**config.mk**
```make
export PLATFORM = sky130hd
export DESIGN_NAME = stall_ctrl
export DESIGN_NICKNAME = d
export VERILOG_FILES = /design/src/rtl/stall_ctrl_pkg.sv /design/src/rtl/hazard_cmp.sv /design/src/rtl/stall_ctrl.sv
export SDC_FILE = /design/constraint.sdc
export NUM_CORES = 1
export LEC_CHECK = 0
export BUFFER_PORTS_ARGS = -buffer_cell sky130_fd_sc_hd__buf_2
export CORE_MARGIN = 1.5
export CORE_UTILIZATION = 40
export DETAILED_ROUTE_END_ITERATION = 8
export PLACE_DENSITY = 0.75
export SETUP_SLACK_MARGIN = 0.02
export SLEW_MARGIN = 0
export SYNTH_ARGS = -nofsm -noshare
export SYNTH_HDL_FRONTEND = slang
export SYNTH_SLANG_ARGS = --single-unit
```
**constraint.sdc**
```tcl
create_clock -name clk -period 2.4 [get_ports clk]
set_input_delay 0.24 -clock clk [delete_from_list [all_inputs] [get_ports clk]]
set_output_delay 0.24 -clock clk [all_outputs]
set_load 0.02 [all_outputs]
```
**src/rtl/stall_ctrl_pkg.sv**
```systemverilog
// Shared definitions for the pipeline stall controller: state encoding and
// default geometry of the register file and multiplier.
package stall_ctrl_pkg;

  typedef enum logic {
    IDLE     = 1'b0,
    MUL_BUSY = 1'b1
  } state_t;

  localparam int REG_W_DEF   = 3;
  localparam int MUL_LAT_DEF = 4;
  localparam int MCNT_W      = 4;
  localparam int SCNT_W      = 8;

endpackage

```
**src/rtl/hazard_cmp.sv**
```systemverilog
// Load-use comparator: flags an ID source operand that matches the destination
// of a load still in EX. Register 0 is hardwired and never forwards a hazard.
module hazard_cmp #(
  parameter int REG_W = 3
) (
  input  logic [REG_W-1:0] id_rs1,
  input  logic [REG_W-1:0] id_rs2,
  input  logic             id_use_rs1,
  input  logic             id_use_rs2,
  input  logic [REG_W-1:0] ex_rd,
  input  logic             ex_mem_read,
  output logic             hazard
);

  logic match_rs1;
  logic match_rs2;

  assign match_rs1 = id_use_rs1 && (id_rs1 == ex_rd);
  assign match_rs2 = id_use_rs2 && (id_rs2 == ex_rd);
  assign hazard    = ex_mem_read && (ex_rd != '0) && (match_rs1 || match_rs2);

endmodule

```
**src/rtl/stall_ctrl.sv**
```systemverilog
// Pipeline stall controller: single-bubble load-use stalls, branch flush and
// a multi-cycle multiply stall, plus a saturating stall-cycle counter.
module stall_ctrl
  import stall_ctrl_pkg::*;
#(
  parameter int REG_W   = REG_W_DEF,
  parameter int MUL_LAT = MUL_LAT_DEF
) (
  input  logic             clk,
  input  logic             rst,
  input  logic [REG_W-1:0] id_rs1,
  input  logic [REG_W-1:0] id_rs2,
  input  logic             id_use_rs1,
  input  logic             id_use_rs2,
  input  logic             id_is_mul,
  input  logic [REG_W-1:0] ex_rd,
  input  logic             ex_mem_read,
  input  logic             branch_taken,
  output logic             st,
  output logic             pc_we,
  output logic             ifid_we,
  output logic             ifid_flush,
  output logic             busy,
  output logic [7:0]       stall_cnt
);

  localparam logic [MCNT_W-1:0] MCNT_LOAD = MCNT_W'(MUL_LAT - 1);
  localparam logic [MCNT_W-1:0] MCNT_ONE  = MCNT_W'(1);
  localparam logic [SCNT_W-1:0] SCNT_MAX  = '1;

  state_t            state;
  logic [MCNT_W-1:0] mcnt;
  logic              hazard;
  logic              mul_issue;

  hazard_cmp #(
    .REG_W (REG_W)
  ) u_hazard_cmp (
    .id_rs1      (id_rs1),
    .id_rs2      (id_rs2),
    .id_use_rs1  (id_use_rs1),
    .id_use_rs2  (id_use_rs2),
    .ex_rd       (ex_rd),
    .ex_mem_read (ex_mem_read),
    .hazard      (hazard)
  );

  // Pipeline controls must react in the same cycle as the hazard, so they are
  // decoded from the state and live inputs; reset forces them all low.
  always_comb begin
    st         = 1'b0;
    pc_we      = 1'b0;
    ifid_we    = 1'b0;
    ifid_flush = 1'b0;
    if (!rst) begin
      unique case (state)
        IDLE: begin
          if (branch_taken) begin
            st         = 1'b1;
            pc_we      = 1'b1;
            ifid_flush = 1'b1;
          end else if (hazard) begin
            st = 1'b1;
          end else begin
            pc_we   = 1'b1;
            ifid_we = 1'b1;
          end
        end
        MUL_BUSY: st = 1'b1;
        default: st = 1'b0;
      endcase
    end
  end

  assign busy      = !rst && (state == MUL_BUSY);
  assign mul_issue = (state == IDLE) && !branch_taken && !hazard && id_is_mul;

  always_ff @(posedge clk or posedge rst) begin
    if (rst) begin
      state     <= IDLE;
      mcnt      <= '0;
      stall_cnt <= '0;
    end else begin
      unique case (state)
        IDLE: begin
          if (mul_issue) begin
            state <= MUL_BUSY;
            mcnt  <= MCNT_LOAD;
          end
        end
        MUL_BUSY: begin
          mcnt <= mcnt - MCNT_ONE;
          if (mcnt == MCNT_ONE) state <= IDLE;
        end
        default: state <= IDLE;
      endcase
      if (st && (stall_cnt != SCNT_MAX)) stall_cnt <= stall_cnt + 8'd1;
    end
  end

endmodule

```
# Word level (Yosys, flattened, before mapping)
# Cells that the tools add are included.
# op_classes
addsub	2
n_eq_ne	5
mux	19
bitwise_logic	1
n_reduce_logical	14
# ops
cell	count
$mux 1	15
$logic_and 1x1->1	9
$add 8x1->8 const B	1
$ne 8x8->1 const B	1
$pmux 4 s2	1
$eq 3x3->1	2
$eq 4x1->1 const B	1
$mux 4	1
$pmux 1 s2	2
$sub 4x1->4 const B	1
$logic_not 1->1	3
$reduce_bool 3->1	1
$ne 2x2->1 const B	1
$logic_or 1x1->1	1
$not 1->1	1
# totals
register_bits	13
input_bits	16
out_inout_bits	13
elab_cells	44

# Longest topological paths before layout
# Gate-level depths: netlist (run 1).
# logic_depth
ltp_word	9
mapped_depth	5
ltp_nobuf	5

# Modules after synthesis
# A second synthesis (run 1) with hierarchy kept.
# hier_totals
cells_unflattened	79
area_unflattened_um2	768.2
# modules_own_cells
mod	n_inst	cells_each	area_per_inst_um2	seq_area_each_um2
stall_ctrl	1	69	690.7	325.3
hazard_cmp	1	10	77.6	0.0

# Worst setup path after synthesis (run 1)
# Ideal clock, no wire load.
# synth_timing
kind	input-to-output
from	input port ex_rd[0]
to	output port ifid_we
arrival_ps	1447
required_time_ps	2160
setup_slack_ps	713
path_stages	3
n_path_buf	0
cell_sequence	o31ai_1 -> a21oi_1 -> nor4_1
# synth_via
elab_chain_len	8
word_cells_on_any_way	12
classes_between	2 x eq/ne; 4 x mux; 6 x reduce/logical
# synth_lines
element	line_no	rtl
start, declared	stall_ctrl.sv:16	input logic [REG_W-1:0] ex_rd,
$eq 3x3->1, on equally long branches	hazard_cmp.sv:18, hazard_cmp.sv:19	
$logic_and 1x1->1, on equally long branches	hazard_cmp.sv:18, hazard_cmp.sv:19	
$logic_or 1x1->1	hazard_cmp.sv:20	assign hazard = ex_mem_read && (ex_rd != '0) && (match_rs1 || match_rs2);
$logic_and 1x1->1 (*)	hazard_cmp.sv:20	
$mux 1 (*)	stall_ctrl.sv:62	end else if (hazard) begin
$mux 1 (*)	stall_ctrl.sv:58	if (branch_taken) begin
$mux 1 (*)	stall_ctrl.sv:56	unique case (state)
$mux 1 (*)	stall_ctrl.sv:55	if (!rst) begin
end, declared	stall_ctrl.sv:21	output logic ifid_we,
# Mark *: on every way between the ends. The rest lies on a longest branch, timed or not.

# Worst setup path in the final report (run 1)
# layout_timing
from	input port ex_rd[0]
to	output port st
# layout_via
elab_chain_len	8
word_cells_on_any_way	12
classes_between	2 x eq/ne; 4 x mux; 6 x reduce/logical
# layout_lines
element	line_no	rtl
$eq 3x3->1, on equally long branches	hazard_cmp.sv:18, hazard_cmp.sv:19	
$logic_and 1x1->1, on equally long branches	hazard_cmp.sv:18, hazard_cmp.sv:19	
$logic_or 1x1->1	hazard_cmp.sv:20	
$logic_and 1x1->1 (*)	hazard_cmp.sv:20	
$mux 1 (*)	stall_ctrl.sv:62	
$mux 1 (*)	stall_ctrl.sv:58	
$pmux 1 s2 (*)	stall_ctrl.sv:56	
$mux 1 (*)	stall_ctrl.sv:55	
end, declared	stall_ctrl.sv:19	output logic st,
# Marks and branches as above.

==> metrics.yaml, run 1 <==
detailed_routing:
  wl_per_cell_um: 11.68
  vias: 724
  vias_per_cell: 5.209
  post-route-drc-count: 0
  drt_iter0_drc: 6
  antenna_left: 0
  wl_mm: 1.624
  drtPass1Iterations: 4
status:
  outcome: "finished, final reports clean"
cts:
  clkTransAtPathRegs_ns: 0.08
  postCtsHoldBufs: 0
  htreeDepth: 1
  post_cts_buffers: 0
  cts_resized: 0
  cts_buffers: 3
  clock_path_buffers: 2
  cts_tree: "yes"
  cts_root_buf: "clkbuf_4"
  clock_latency_ns: 0.27
  cts.sinks: 13
sta:
  setup_viol: 0
  worst_slew_pin_slew_ns: 0.4925
  tns_ns: 0
  skew_ns: 0.003573
  rsz0062_at_grt: "false"
  timing.hold.ws_ns: 0.05892
  min_period_over_period_pct: 74.62
  maxSlewViolCount: 0
  layout_setup_ws_ns: 0.6092
  relSlewSlack_pct: 66.88
  layout_min_cycle_time_ns: 1.791
  max_clock_freq_mhz: 558.4
  hold_viol_final: 0
critical_path:
  crit_type: "in2out"
  cp_cell_sequence: "buf_2 > o31ai_1 > a21oi_1 > nor3_2 > nor2_1 > buf_2"
  regToRegStartpoint: "stall_cnt[0]"
  crit_slowest_cell: "o31ai_1"
  r2r_slack_ns: 0.82
  worstPathArrival_ns: 1.55
  crit_path_end_kind: "primary output"
  critical_path.top_delay_family: "compound AO/OA/AOI/OAI gates"
  critPathMaxFanout: 6
  crit_buf_inv: 2
  critPathLaunchType: "input pin"
  slowest_delay_ns: 0.47
  r2r_end: "stall_cnt[1]"
  reg2regPathDepth: 5
  cp.required_ns: 2.16
  cpMostUsedCell: "buf_2"
global_routing:
  use_met3_pct: 2.222
  grt_pass1_vias: 655
  grt_start_max_net_pins: 14
  grt_use_total_pct: 16.56
  antenna_found_initial: 0
  use_met1_pct: 19.82
  grt_util_met2_pct: 28.27
  overflow: 0
  grt_pass1_wl_mm: 2.622
  busiest_layer: "met2"
place:
  gp_congestion: 0.7976
  io_buffers: 28
  dp_cells: 135
  place.detailed.hpwl_mm: 1.259
  dpl-instance-area_sq_um: 987.2
  pre_cts_slack_ns: 0.5973
floorplanning:
  row_count: 16
  die_h_um: 48.13
  start_util_pct: 41.95
  die_area_sq_um: 2316
  dieWidth_um: 48.13
  io-pin-count: 29
  core-area_sq_um: 1942
layout:
  antenna_cells: 0
  nNetsFinal: 132
  post-route-util_pct: 52.19
  area_delta_synth_final_pct: 24.42
  stdcell_area_sq_um: 1013
  fillers: 187
  drive_gt1_share_pct: 33.93
  fin_cells: 139
synth:
  post_synth.cell_area_avg_sq_um: 10.06
  muxShareOfSynthArea_pct: 4.608
  synth_top_family_by_area: "compound AO/OA/AOI/OAI gates"
  synth_compound_area_share_pct: 17.51
  synth_cell_type_count: 30
  ys_seq_area_share_pct: 39.94
  postSynthCellCount: 81
  ys_seq_elements: 13
  synthSimpleGateAreaFrac_pct: 13.98
  synth_nets: 100
  netlist_area_sq_um: 814.5
  yosys_warnings: 0
  synth_xor_area_share_pct: 15.05
  yosys.area_share.adder_pct: 4.608
pwr:
  p_leak_nw: 0.4768
  ir_worst_vdd_v: 0.0004772
  powerDensity_nw_per_um2: 1038
  p_total_mw: 1.052
worst_hold_path:
  hold_path.class: "in2async"
run:
  max-cap-violations: 0
## final cells by class
cell class | count | area [sq um] | share of cell area, %
sequential | 13 | 325.3 | 32.10
multi-input combinational | 59 | 454.2 | 44.81
inverter | 7 | 26.28 | 2.593
timing repair buffer | 29 | 147.6 | 14.57
clock buffer | 4 | 26.28 | 2.593
tap | 27 | 33.78 | 3.333
## layer usage
metal / wire (um) / up-vias
li1: - / 351
met1: 698 / 342
met2: 805 / 26
met3: 79 / 5
met4: 41 / 0
met5: 0 / -
## flip-flops by register name, summed over array words and instances, names as in the netlist
signal,count
state,1
mcnt,4
stall_cnt,8
## placed cells by master (no fill, tap or decap), types with 2 or more instances in the layout
master	count
nor4_1	2
inv_1	7
xor2_1	2
nor2_1	6
nand2_1	4
buf_2	28
ha_1	3
o211ai_1	4
xnor2_1	12
nand4_1	4
mux2_1	2
a21oi_1	3
clkbuf_4	3
and3_1	2
dfrtp_1	13
## worst max-delay path by stage
stage / start / cells past startpoint / endpoint / slack [ns]
3_5_place_dp: ex_rd[0] / 6 / st / 0.60
2_1_floorplan: ex_rd[0] / 3 / ifid_we / 0.71
3_3_place_gp: ex_rd[0] / 6 / st / 0.60
4_1_cts: ex_rd[0] / 6 / st / 0.60
5_1_grt: ex_rd[0] / 6 / st / 0.50
6_report: ex_rd[0] / 6 / st / 0.61
## kinds of logic after synthesis
family                   after synthesis
adder cells (fa/ha/maj)                3
flip-flops                            13
AND/OR/NAND/NOR                       22
multiplexers                           3
AO/OA/AOI/OAI                         17
XOR/XNOR                              14
buffers and inverters                  9
## cell usage after synthesis, drive strengths merged
library cell | count | share of area, %
a22o | 1 | 1.1
nand2 | 4 | 1.8
a31oi | 1 | 0.77
buf | 1 | 0.61
a21oi | 3 | 1.8
nor4 | 2 | 1.5
nor2 | 6 | 2.8
nand2b | 1 | 0.77
o2111ai | 1 | 1.8
mux2 | 3 | 4.6
a221o | 1 | 1.2
and3 | 2 | 1.5
a211oi | 2 | 3.4
inv | 7 | 3.2
nor3 | 2 | 1.8
nand3 | 1 | 0.61
xor2 | 2 | 2.2
clkbuf | 1 | 0.46
a31o | 1 | 1.1
xnor2 | 12 | 13
nand4 | 4 | 3.1
o211ai | 4 | 3.7
o31ai | 1 | 0.92
dfrtp | 13 | 40
ha | 3 | 4.6
o21ai | 2 | 1.7
## power by group
part           internal (mW)  switching, mW
logic                  0.221          0.257
registers              0.315          0.125
clock network         0.0644         0.0699
total                  0.600          0.452
No activity file was read; power rests on OpenSTA's default activity.
==> inputs of run 2 (changes only) <==
--- a/config.mk
+++ b/config.mk
@@ -5,11 +5,12 @@
 export SDC_FILE = /design/constraint.sdc
 export NUM_CORES = 1
 export LEC_CHECK = 0
+export ABC_AREA = 1
 export BUFFER_PORTS_ARGS = -buffer_cell sky130_fd_sc_hd__buf_2
 export CORE_MARGIN = 1.5
 export CORE_UTILIZATION = 40
 export DETAILED_ROUTE_END_ITERATION = 8
-export PLACE_DENSITY = 0.75
+export PLACE_DENSITY = 0.77
 export SETUP_SLACK_MARGIN = 0.02
 export SLEW_MARGIN = 0
 export SYNTH_ARGS = -nofsm -noshare
==> constraint.sdc (replaced) <==
create_clock -name clk -period 1.6 [get_ports clk]
set_input_delay 0.16 -clock clk [delete_from_list [all_inputs] [get_ports clk]]
set_output_delay 0.16 -clock clk [all_outputs]
set_load 0.02 [all_outputs]
==> run 2 against run 1 <==
  * Sequential share of layout area is 3.5 points lower
  * Non-clock buffer count grew 1
  * Final cell count increased by 38%
  * Routed wire length grew 21%
  * Synthesized area up 10%
  * Register-to-register slack worse by 0.63 ns
  * Synthesized cell count up 62%
  * Sequential power is 29% higher
  * First-iteration DRC count grew 120%
  * Highest routed layer unchanged
==> metrics.yaml, run 2 <==
place:
  dp_cells: 187
  place.detailed.hpwl_mm: 1.467
  pre_cts_slack_ns: 0.1205
  io_buffers: 28
  dpl-instance-area_sq_um: 1077
  gp_congestion: 0.8663
synth:
  ys_seq_area_share_pct: 36.31
  synth_cell_type_count: 17
  synth_edf_count: 0
  post_synth.cell_area_avg_sq_um: 6.839
  yosys.area.top_type_share_pct: 36.31
  netlist_area_sq_um: 895.9
  synthTopCellsByCount: "52 x nand2_1, 17 x inv_1, 13 x dfrtp_1, 13 x nor2_1, 9 x nand4_1"
  synth_nets: 150
  synth.most_common_cell: "nand2_1"
  synth_area_leaders: "dfrtp_1 36%, nand2_1 22%, inv_1 7.1%, nand4_1 6.3%, nor2_1 5.4%"
  ys_seq_elements: 13
  synth-main-ff-cell: "dfrtp_1"
  yosys.area.top_type: "dfrtp_1"
  async_flop_share_pct: 100.0
  yosys_warnings: 0
  postSynthCellCount: 131
detailed_routing:
  drtPass1Iterations: 4
  drt_iter0_drc: 13
  antenna_left: 0
  post-route-drc-count: 0
  vias_per_cell: 4.750
  wl_mm: 1.962
  vias: 912
  wl_per_cell_um: 10.22
sta:
  tns_ns: 0
  min_period_over_period_pct: 92.45
  layout_setup_ws_ns: 0.1208
  max_clock_freq_mhz: 676.0
  setup_viol: 0
  worst_slew_pin_slew_ns: 0.2758
  hold_viol_final: 0
  maxSlewViolCount: 0
  timing.hold.ws_ns: 0.2401
  rsz0062_at_grt: "false"
  relSlewSlack_pct: 81.59
  skew_ns: 0.003826
  layout_min_cycle_time_ns: 1.479
floorplanning:
  start_util_pct: 43.87
  io-pin-count: 29
  dieWidth_um: 50.33
  die_area_sq_um: 2533
  row_count: 16
  core-area_sq_um: 2042
  die_h_um: 50.33
cts:
  clock_latency_ns: 0.28
  clock_path_buffers: 2
  cts.sinks: 13
  cts_buffers: 3
  cts_tree: "yes"
  htreeDepth: 1
  clkTransAtPathRegs_ns: 0.08
  cts_root_buf: "clkbuf_4"
global_routing:
  grt_pass1_wl_mm: 3.201
  overflow: 0
  grt_use_total_pct: 16.88
  antenna_found_initial: 0
  grt_start_max_net_pins: 15
  grt_pass1_vias: 763
worst_hold_path:
  hold_path_end: "state"
  whs_path_depth: 3
  min_from: "id_is_mul"
  hold_path.class: "in2reg"
status:
  outcome: "finished, final reports clean"
pwr:
  powerDensity_nw_per_um2: 1290
  ir_worst_vdd_v: 0.0008182
  p_total_mw: 1.466
  p_leak_nw: 0.6814
layout:
  reg.largest.list: "stall_cnt x8, mcnt x4, state x1"
  final_common_cell: "nand2_1"
  largest_reg_flops: 8
  antenna_cells: 0
  final_cell_mix: "52 x nand2_1, 28 x buf_2, 17 x inv_1"
  regMostFlops: "stall_cnt"
  drive_gt1_share_pct: 24.85
  fin_cells: 192
  area_delta_synth_final_pct: 26.82
  post-route-util_pct: 55.64
  fillers: 204
  nNetsFinal: 185
  stdcell_area_sq_um: 1136
critical_path:
  critical_path.top_delay_family: "flip-flops"
  crit_type: "reg2out"
  reg2regPathDepth: 7
  crit_buf_inv: 1
  critPathLaunchType: "flop"
  regToRegStartpoint: "stall_cnt[0]"
  worstPathArrival_ns: 1.32
  cp.required_ns: 1.44
  cp_cell_sequence: "nor2_4 > nand2_4 > nor2_1 > buf_2"
  crit_slowest_cell: "dfrtp_1"
  slowest_delay_ns: 0.48
  r2r_end: "stall_cnt[5]"
  crit_path_end_kind: "primary output"
  critPathMaxFanout: 10
  r2r_slack_ns: 0.19
run:
  max-cap-violations: 0
==> run 2: tightest hold or removal path, stage by stage <==
cell	delay, ns
buf_2	0.08
nand3_1	0.16
nand2_1	0.10
==> run 2: how the worst max path moves through the flow <==
| stage | start | endpoint | slack [ns] | cells past startpoint |
|---|---|---|---|---|
| final | state | ifid_we | 0.12 | 4 |
| after global routing | stall_cnt[0] | stall_cnt[4] | 0.03 | 7 |
| after CTS | state | ifid_we | 0.06 | 4 |
| after detailed placement | stall_cnt[0] | stall_cnt[3] | 0.12 | 7 |
| after global placement | stall_cnt[0] | stall_cnt[6] | 0.20 | 7 |
| after floorplan | stall_cnt[0] | stall_cnt[2] | 0.12 | 7 |
==> run 2: cell families after synthesis <==
group                    Yosys count  synth area share, %
AO/OA/AOI/OAI                      5                2.933
XOR/XNOR                           7                6.844
adder cells (fa/ha/maj)            3                4.190
buffers and inverters             20                8.380
flip-flops                        13                36.31
AND/OR/NAND/NOR                   83                41.34
==> run 2: repair_timing <==
action | 4_1_cts | 5_1_grt
resized for setup | 1 | 4
endpoints found under the setup margin | 1 | 9
buffers inserted | 0 | 0
endpoints found under the hold margin | 4 | 0
hold buffers | 1 | 0
==> run 2: area by class of cell <==
type / instances / area [sq um] / share of cell area, %
Inverter: 20 / 75.07 / 6.608
Multi-Input combinational cell: 98 / 518.0 / 45.59
Tap cell: 27 / 33.78 / 2.974
Clock buffer: 4 / 26.28 / 2.313
Sequential cell: 13 / 325.3 / 28.63
Timing Repair Buffer: 30 / 157.7 / 13.88
==> run 2: where the power goes <==
group	total, mW	internal [mW]	switching, mW
clock	0.203	0.0969	0.106
sequential	0.567	0.442	0.125
combinational	0.696	0.260	0.435
total	1.47	0.799	0.666
==> run 2: layer usage <==
metal	track usage [%]	share of wire (%)	wire (um)
met3	6.548	4.3	85
met2	26.10	48	947
met1	20.72	46	898
met5	0	0	0
met4	7.658	1.5	29
